## config.mk

```make
export PLATFORM = sky130hd
export DESIGN_NAME = recfn_to_fp
export DESIGN_NICKNAME = d
export VERILOG_FILES = /design/src/rtl/recfn_to_fp.sv
export SDC_FILE = /design/constraint.sdc
export NUM_CORES = 1
export LEC_CHECK = 0
export CAP_MARGIN = 5
export CORE_UTILIZATION = 40
export CTS_CLUSTER_SIZE = 40
export DETAILED_ROUTE_END_ITERATION = 12
export PLACE_DENSITY_LB_ADDON = 0.08
export SETUP_SLACK_MARGIN = 0.1
export SLEW_MARGIN = 15
export SYNTH_ARGS = -nofsm -noshare
export SYNTH_HDL_FRONTEND = slang
export SYNTH_SLANG_ARGS = --single-unit
```

## constraint.sdc

```tcl
create_clock -name clk -period 2.3 [get_ports clk]
set_clock_uncertainty 0.05 [all_clocks]
set_input_delay 0.46 -clock clk [delete_from_list [all_inputs] [get_ports clk]]
set_output_delay 0.46 -clock clk [all_outputs]
set_load 0.005 [all_outputs]
```

## src/rtl/recfn_to_fp.sv

```systemverilog
// recfn_to_fp
// Converts a recoded floating-point operand (sign, 9-bit recoded exponent,
// 001-prefixed 32-bit significand, class flags) into an IEEE-754 binary32
// word. Subnormal results are denormalised by an iterative right shifter
// that moves one bit per clock.
//
// Ports:
//   clk, rst_n         clock (rising edge), asynchronous active-low reset
//   in_valid/in_ready  operand handshake; in_ready is high only in IDLE
//   in_sign, in_exp, in_sig, in_isNAN, in_isINf, in_isZero  operand fields
//   out_valid/out_ready result handshake; out_valid is high only in DONE
//   out_fp             IEEE binary32 result
//   out_invalid        operand encoding was malformed
//
// Handshake: a transfer happens on a rising edge where valid && ready are
// both high. The producer holds its data stable while valid is high and
// ready is low; out_fp/out_invalid stay constant for the whole of DONE.
module recfn_to_fp #(
    parameter int                       FP_BITS     = 32,
    parameter int                       EXP_BITS    = 8,
    parameter int                       FRA_BITS    = 23,
    parameter int                       SIG_BITS    = 32,
    parameter int                       RECEXP_BITS = 9,
    parameter logic [RECEXP_BITS-1:0]   EXP_OFFSET  = 9'h101
) (
    input  logic                   clk,
    input  logic                   rst_n,
    input  logic                   in_valid,
    output logic                   in_ready,
    input  logic                   in_sign,
    input  logic [RECEXP_BITS-1:0] in_exp,
    input  logic [SIG_BITS-1:0]    in_sig,
    input  logic                   in_isNAN,
    input  logic                   in_isINf,
    input  logic                   in_isZero,
    output logic                   out_valid,
    input  logic                   out_ready,
    output logic [FP_BITS-1:0]     out_fp,
    output logic                   out_invalid
);

    localparam logic [1:0] IDLE  = 2'd0;
    localparam logic [1:0] SHIFT = 2'd1;
    localparam logic [1:0] DONE  = 2'd2;

    localparam int CNT_BITS = $clog2(FRA_BITS + 1);

    // Smallest recoded exponent of a normal number, and of a subnormal
    // that still keeps at least one significand bit after denormalising.
    localparam logic [RECEXP_BITS-1:0] NORM_MIN = EXP_OFFSET + 1'b1;
    localparam logic [RECEXP_BITS-1:0] SUB_MIN  = NORM_MIN - RECEXP_BITS'(FRA_BITS);

    logic [1:0]            state;
    logic [FRA_BITS:0]     mant;
    logic [CNT_BITS-1:0]   cnt;
    logic                  sign_q;

    // Decode of the current operand, consumed only on an accept edge.
    logic [FRA_BITS-1:0]    fra;
    logic                   prefix_ok;
    logic [RECEXP_BITS-1:0] norm_exp;
    logic [RECEXP_BITS-1:0] sub_k;
    logic [FP_BITS-1:0]     dec_fp;
    logic                   dec_invalid;
    logic                   dec_sub;
    logic                   unused_bits;

    assign fra       = in_sig[SIG_BITS-4 -: FRA_BITS];
    assign prefix_ok = (in_sig[SIG_BITS-1 -: 3] == 3'b001);
    assign norm_exp  = in_exp - EXP_OFFSET;
    assign sub_k     = NORM_MIN - in_exp;

    // Guard bits below the fraction and the high bits of the exponent
    // arithmetic carry no information once the range checks have passed.
    assign unused_bits = ^{in_sig[SIG_BITS-FRA_BITS-4:0],
                           norm_exp[RECEXP_BITS-1:EXP_BITS],
                           sub_k[RECEXP_BITS-1:CNT_BITS]};

    // Flags win over the exponent because the special exponent codes
    // alias ordinary normal codes.
    always_comb begin
        dec_fp      = '0;
        dec_invalid = 1'b0;
        dec_sub     = 1'b0;
        if (in_isNAN) begin
            // A NaN must keep a non-zero fraction; default to quiet NaN.
            dec_fp = {in_sign, {EXP_BITS{1'b1}},
                      (fra == '0) ? {1'b1, {(FRA_BITS-1){1'b0}}} : fra};
        end else if (in_isINf) begin
            dec_fp = {in_sign, {EXP_BITS{1'b1}}, {FRA_BITS{1'b0}}};
        end else if (in_isZero) begin
            dec_fp = {in_sign, {(FP_BITS-1){1'b0}}};
        end else if (!prefix_ok || (in_exp < SUB_MIN)) begin
            dec_fp      = {1'b0, {EXP_BITS{1'b1}}, 1'b1, {(FRA_BITS-1){1'b0}}};
            dec_invalid = 1'b1;
        end else if (in_exp >= NORM_MIN) begin
            dec_fp = {in_sign, norm_exp[EXP_BITS-1:0], fra};
        end else begin
            dec_sub = 1'b1;
        end
    end

    // in_ready is gated by rst_n so nothing looks acceptable during reset.
    assign in_ready  = rst_n && (state == IDLE);
    assign out_valid = (state == DONE);

    always_ff @(posedge clk or negedge rst_n) begin
        if (!rst_n) begin
            state       <= IDLE;
            mant        <= '0;
            cnt         <= '0;
            sign_q      <= 1'b0;
            out_fp      <= '0;
            out_invalid <= 1'b0;
        end else begin
            case (state)
                IDLE: begin
                    if (in_valid) begin
                        sign_q <= in_sign;
                        if (dec_sub) begin
                            mant  <= {1'b1, fra};
                            cnt   <= sub_k[CNT_BITS-1:0];
                            state <= SHIFT;
                        end else begin
                            out_fp      <= dec_fp;
                            out_invalid <= dec_invalid;
                            state       <= DONE;
                        end
                    end
                end
                SHIFT: begin
                    mant <= mant >> 1;
                    cnt  <= cnt - CNT_BITS'(1);
                    // On the last step the result takes the shift that is
                    // still pending, so mant[FRA_BITS:1] is the final fraction.
                    if (cnt == CNT_BITS'(1)) begin
                        out_fp      <= {sign_q, {EXP_BITS{1'b0}}, mant[FRA_BITS:1]};
                        out_invalid <= 1'b0;
                        state       <= DONE;
                    end
                end
                DONE: begin
                    if (out_ready) begin
                        state <= IDLE;
                    end
                end
                default: begin
                    state <= IDLE;
                end
            endcase
        end
    end

endmodule

```

# After elaboration in Yosys (flattened, before gate mapping)
# Cells that the tools add are included.
[word_totals]
reg_bits = 65
inputBits = 49
output_inout_bits = 35
wordCells = 64
[classes]
add_sub_neg = 3
n_lt_le_gt_ge = 2
eq_ne = 9
muxes = 34
reduce_logical = 10
[ops]
columns = ["operator", "n"]
rows = [
  ["$mux W32", 8],
  ["$pmux W32 S2", 1],
  ["$mux W24", 2],
  ["$pmux W24 S2", 1],
  ["$logic_not A23 Y1", 1],
  ["$mux W23", 1],
  ["$mux W1", 12],
  ["$mux W5", 2],
  ["$pmux W5 S2", 1],
  ["$ge A9 B9 Y1 const B", 1],
  ["$lt A9 B8 Y1 const B", 1],
  ["$mux W2", 4],
  ["$ne A2 B2 Y1 const B", 4],
  ["$sub A8 B1 Y8 const B", 1],
  ["$pmux W2 S3", 1],
  ["$reduce_and A3 Y1", 2],
  ["$eq A5 B1 Y1 const B", 1],
  ["$sub A2 B5 Y5 const A", 1],
  ["$sub A5 B1 Y5 const B", 1],
  ["$reduce_and A4 Y1", 1],
  ["$eq A3 B1 Y1 const B", 1],
  ["$eq A2 B1 Y1 const B", 1],
  ["$eq A2 B2 Y1 const B", 1],
  ["$logic_not A2 Y1", 1],
  ["7 further kinds", 7],
]

# Logic depth before layout (Yosys ltp)
[logic_depth]
ltp_word = 10
mapped_depth = 9
mapped_depth_nobuf = 7

# Worst setup path before layout
# No wires, ideal clock.
[synth_timing]
path_type = "input -> register"
from = "in in_exp[3]"
to = "reg out_fp[10]"
setup_ps = 125
arrival_time_ps = 2207
required_ps = 2125
slack_ps = -82
path_stages = 9
n_path_buf = 4
cell_sequence = "buf_6 or4_1 buf_2 o21ai_4 nand4_2 a21o_1 buf_6 buf_6 mux2_4"
[synth_via]
elab_chain_cells = 9
elab_cells_between_ends = 18
classes_between = "order compare: 2; eq/ne: 1; mux: 13; reduce/logical: 2"
[synth_lines]
columns = ["item", "line_no", "source"]
rows = [
  ["from (decl)", "31", "input logic [RECEXP_BITS-1:0] in_exp,"],
  ["$ge A9 B9 Y1 / $lt A9 B8 Y1 (equally long branches)", "96, 93", ""],
  ["$mux W32 / $logic_or A1 B1 Y1 (equally long branches)", "96, 93", ""],
  ["$mux W32", "93", "end else if (!prefix_ok || (in_exp < SUB_MIN)) begin"],
  ["$mux W32", "91", "end else if (in_isZero) begin"],
  ["$mux W32", "89", "end else if (in_isINf) begin"],
  ["$mux W32", "85", "if (in_isNAN) begin"],
  ["$mux W32", "120", "if (dec_sub) begin"],
  ["$mux W32", "118", "if (in_valid) begin"],
  ["$pmux W32 S2", "116", "case (state)"],
  ["to (signal assigned)", "125", "out_fp <= dec_fp;"],
  ["to (signal assigned)", "137", "out_fp <= {sign_q, {EXP_BITS{1'b0}}, mant[FRA_BITS:1]};"],
  ["to (decl)", "38", "output logic [FP_BITS-1:0] out_fp,"],
]
# Parallel ways exist; a longest one is shown, timed or not. The select of a mux whose other input is x is not followed.
# A chain may end at the register's enable or synchronous reset.

# Worst setup path after layout
[layout_timing]
from = "in in_exp[7]"
to = "reg cnt[4]"
[layout_via]
elab_chain_cells = 8
elab_cells_between_ends = 10
classes_between = "order compare: 2; eq/ne: 1; mux: 5; reduce/logical: 2"
[layout_lines]
columns = ["item", "line_no", "source"]
rows = [
  ["$ge A9 B9 Y1 / $lt A9 B8 Y1 (equally long branches)", "96, 93", ""],
  ["$mux W1 / $logic_or A1 B1 Y1 (equally long branches)", "96, 93", ""],
  ["$mux W1 (*)", "93", ""],
  ["$mux W1 (*)", "91", ""],
  ["$mux W1 (*)", "89", ""],
  ["$mux W1 (*)", "85", ""],
  ["$ne A2 B2 Y1 (no source line) (*)", "n/a", ""],
  ["$reduce_and A3 Y1 (no source line) (*)", "n/a", ""],
  ["to (signal assigned)", "122", "cnt <= sub_k[CNT_BITS-1:0];"],
  ["to (signal assigned)", "133", "cnt <= cnt - CNT_BITS'(1);"],
  ["to (decl)", "55", "logic [CNT_BITS-1:0] cnt;"],
]
# Mark *: on every way between the ends. The rest lies on a longest branch, timed or not.

==> out/summary.md <==
The run finished with clean final reports. Total track usage: 0.227. In this run the worst hold path is classified as in2async.

In the final routed layout, each cell accounts on average for 17.8 um. Clock latency on the worst-skew pair, taken at its later pin, is 0.35 ns. Setup slack on the critical path of the routed design comes to 0.125 ns. 84 I/O pins were placed. The number of antenna diodes in the final layout is 0.

For the routed length on met2, the log shows 4650 um. For the area of the core region, the log shows 8760 um2. The overall overflow remaining after global route was 0; the max-slew violation total from the final report was 0. The pin count of the biggest net entering global routing was 65. The post-route core utilization was 0.601. Number of synthesized flops with an enable pin: 0. The total of buffers placed on input and output ports is 77, and the CTS sink count is 64.

The post-route minimum period was 2.18 ns. STA classifies the critical path endpoint as a flop. The tools report the number of buffers created by CTS as 9.

The floorplan die height was 97.4 um; the total length of routed wires was 10500 um. Among all flip-flop cells after synthesis, the most frequent one is dfrtp_1. For the via total after detailed routing, the log shows 3402. The floorplan has 34 rows. The filler cells instantiated in the layout total 761. The power density of the placed cells was 706 nW/um2.

The number of flip-flops and latches in the synthesized netlist is 64. The synthesized netlist occupies a cell area of 3640 um2. At the worst endpoint, the required time is 2.49 ns.

Setup repair after global routing could not meet its margin everywhere. Counting every net in the synthesized netlist gives 411. The multi-input combinational cells in the finished layout cover a total of 1920 um2. The remaining max-slew budget at the tightest pin is 0.445, and the biggest cell delay along the critical path is 0.57 ns. Based on the critical path, the design can be clocked at up to 460 MHz.

The run gives 1600 um2 as the total area of sequential cells. The die covers 9480 um2. The share of the clock period used by the worst path after layout works out to 0.946. The worst setup path is launched from an input pin. At the placement stage, the worst setup path has a slack of -0.537 ns.

The routed length on met1 came out at 5100 um. In this run the deepest clock path goes through 2 buffers. The H-tree was split into 3 levels.

The first TritonRoute pass finished after 5 iterations. After detailed routing, the number of remaining DRC violations is 0. Along the worst path, the maximum fanout reaches 6.

For the number of failing setup endpoints in the final timing report, the log shows 0. For the worst setup path, the data arrival time is 2.36 ns. The tools report the starting utilization of the core area as 0.415.

The via count of the first global-routing pass is 3337, and the x dimension of the die is 97.4 um. The share of layout cells above drive strength 1 is 0.254. Routed via count divided by cell count: 5.79. Slowest cell on the critical path: or4_4. The detailed router finished its first iteration with 252 violations. The cell family contributing the most delay on the critical path is simple AND/OR/NAND/NOR gates. The worst path buffer plus inverter count is 5, and the per-instance average area after synthesis is 10.2 um2. For the met3 layer wire length in the routed design, the log shows 618 um. The area growth from synthesis to layout was 44.8%.

Cell chosen for the clock root: clkbuf_8. By startpoint and endpoint, the worst setup path is classified as in2reg. Traced cell by cell, the critical path runs through dlygate4sd2_1 > or4_4 > o21ai_4 > buf_6 > and4_4 > buf_12 > buf_4 > buf_16 > a311oi_2 > o31a_1.

Routed signal wires occupy layers up through met4. In this run, distinct cell masters in the synthesized netlist total 50. At the pin with the least slew margin, the transition time is 0.833 ns. The Yosys step of the flow raised 0 warnings. The sequential cell area fraction in the yosys report is 0.440, and the placer congestion estimate is 0.923. The tool flagged a number of max-cap violations equal to 0. The count of nets left with antenna violations once routing finished came out at 0. For the net count reported at finish, the log shows 529. The worst ir drop on vdd was 0.428 mV. TritonCTS built the clock tree.

The cell count after synthesis came out at 357. For this design the static power due to leakage is 2.19 nW. The initial antenna violation count was 0; the wire length of the first global-routing pass was 17300 um. The proportion of synthesized flip-flops having asynchronous set or reset came out at 1.00.

The run gives 0 as the number of hold violations in the final report. Detailed placement ended at an HPWL of 6760 um. After clock tree synthesis, the clock-pin slew on the worst setup and hold paths is 0.08 ns.
## through the flow
stage | instances | power (mW) | cell area, um2 | TNS [ns] | hold WS [ns]
2_1_floorplan | 357 | 1.92 | 3680 | -0.907 | 0.114
3_3_place_gp | 561 | 2.48 | 4840 | -29.86 | 0.423
3_5_place_dp | 561 | 2.49 | 4840 | -31.28 | 0.427
4_1_cts | 588 | 3.75 | 5260 | 0 | 0.291
5_1_grt | 588 | 3.91 | 5270 | 0 | 0.319
6_report | 588 | 3.72 | 5270 | 0 | 0.240
## worst paths after layout
path / startpoint / end / slack (ns) / cells past startpoint
min in group clk: out_fp[30] / out_fp[30] / 0.44 / 1
worst max-delay path: in_exp[7] / cnt[4] / 0.12 / 10
max in group asynchronous: rst_n / out_fp[28] / 1.40 / 2
worst min register to register: out_fp[30] / out_fp[30] / 0.44 / 1
worst min-delay path: rst_n / state[1] / 0.24 / 2
worst max register to register: state[1] / out_fp[0] / 0.42 / 6
## state kept, by name, indices dropped and copies added, names as in the netlist
signal,cells
out_invalid,1
cnt,5
out_fp,32
sign_q,1
mant,23
state,2
## cell usage after synthesis (3+ instances only)
cell	n	area (um2)
dfrtp_1	64	1600
nor2_1	32	120
a22o_1	25	219
o21ai_0	24	120
a31oi_1	23	144
nand3_1	23	115
clkbuf_1	20	75.1
mux2_4	19	285
nand2_1	9	33.8
xor2_1	9	78.8
inv_1	7	26.3
o211ai_1	7	52.6
nor4_1	6	37.5
a2111oi_0	5	43.8
a21oi_1	5	25.0
buf_2	5	25.0
ha_1	5	62.6
mux2_2	5	56.3
nand2b_1	5	31.3
o2bb2ai_1	5	43.8
a21o_1	4	30.0
buf_6	4	45.0
nor3_1	4	20.0
and3_1	3	18.8
and4_1	3	26.3
nand4_1	3	18.8
nor3b_1	3	22.5
o21a_1	3	22.5
## logic make-up (layout without fill, tap and decap cells)
kind of cell | after synthesis | after routing | share of synthesized area
compound gates | 118 | 118 | 0.237
xor+xnor | 9 | 9 | 0.0217
fa+ha+maj | 5 | 5 | 0.0172
buf+inv | 37 | 160 | 0.0481
flops | 64 | 64 | 0.440
mux | 24 | 24 | 0.0939
simple gates | 100 | 100 | 0.142
## repair_timing
action,4_1_cts,5_1_grt
setup buffers,8,1
resized for setup,25,7
setup endpoints to repair,63,19
hold buffers,0,0
cloned,3,0
pin swaps,9,8
## routing by layer
metal | global-route usage | vias to the layer above
li1 | - | 1599
met1 | 0.344 | 1673
met2 | 0.325 | 123
met3 | 0.0468 | 7
met4 | 0.0633 | 0
met5 | 0 | -
## power breakdown
group          switching [mW]  leakage [nW]  internal, mW  total [mW]
clock                   0.504         0.125         0.733        1.24
sequential              0.143         0.726          1.33        1.47
combinational           0.376          1.34         0.635        1.01
## layout make-up
type                    instances  area share
clock buffers                   9      0.0235
clock inverters                 7      0.0237
inverters                       7     0.00499
multi-input cells             256       0.365
flip-flops and latches         64       0.304
well taps                     108      0.0256
repair buffers                137       0.253
## cell usage in the layout, fill, tap and decap left out, types with 4 or more instances in the layout
| cell | instances |
|---|---|
| buf_4 | 49 |
| o211ai_1 | 7 |
| dlygate4sd2_1 | 6 |
| nor3_1 | 4 |
| xor2_1 | 9 |
| dfrtp_1 | 64 |
| buf_12 | 7 |
| nand2b_1 | 4 |
| o21ai_0 | 24 |
| clkbuf_8 | 9 |
| clkdlybuf4s50_1 | 68 |
| nand2_1 | 9 |
| a21o_1 | 4 |
| nor4_1 | 6 |
| mux2_2 | 5 |
| nand3_1 | 19 |
| a22o_1 | 25 |
| o2bb2ai_1 | 5 |
| a31oi_1 | 23 |
| a2111oi_0 | 4 |
| nor2_1 | 32 |
| a21oi_1 | 5 |
| inv_1 | 6 |
| nand3_2 | 4 |
| ha_1 | 4 |
| mux2_4 | 19 |
## worst reg2reg max path: stages, from the launching register on
cell and delay (ns):
dfrtp_1 0.44, nor2b_2 0.28, buf_4 0.27, a21oi_1 0.10, buf_12 0.18, a22o_1 0.19
mux2_2 0.26
Note: power is estimated with default switching activity, not from simulation.
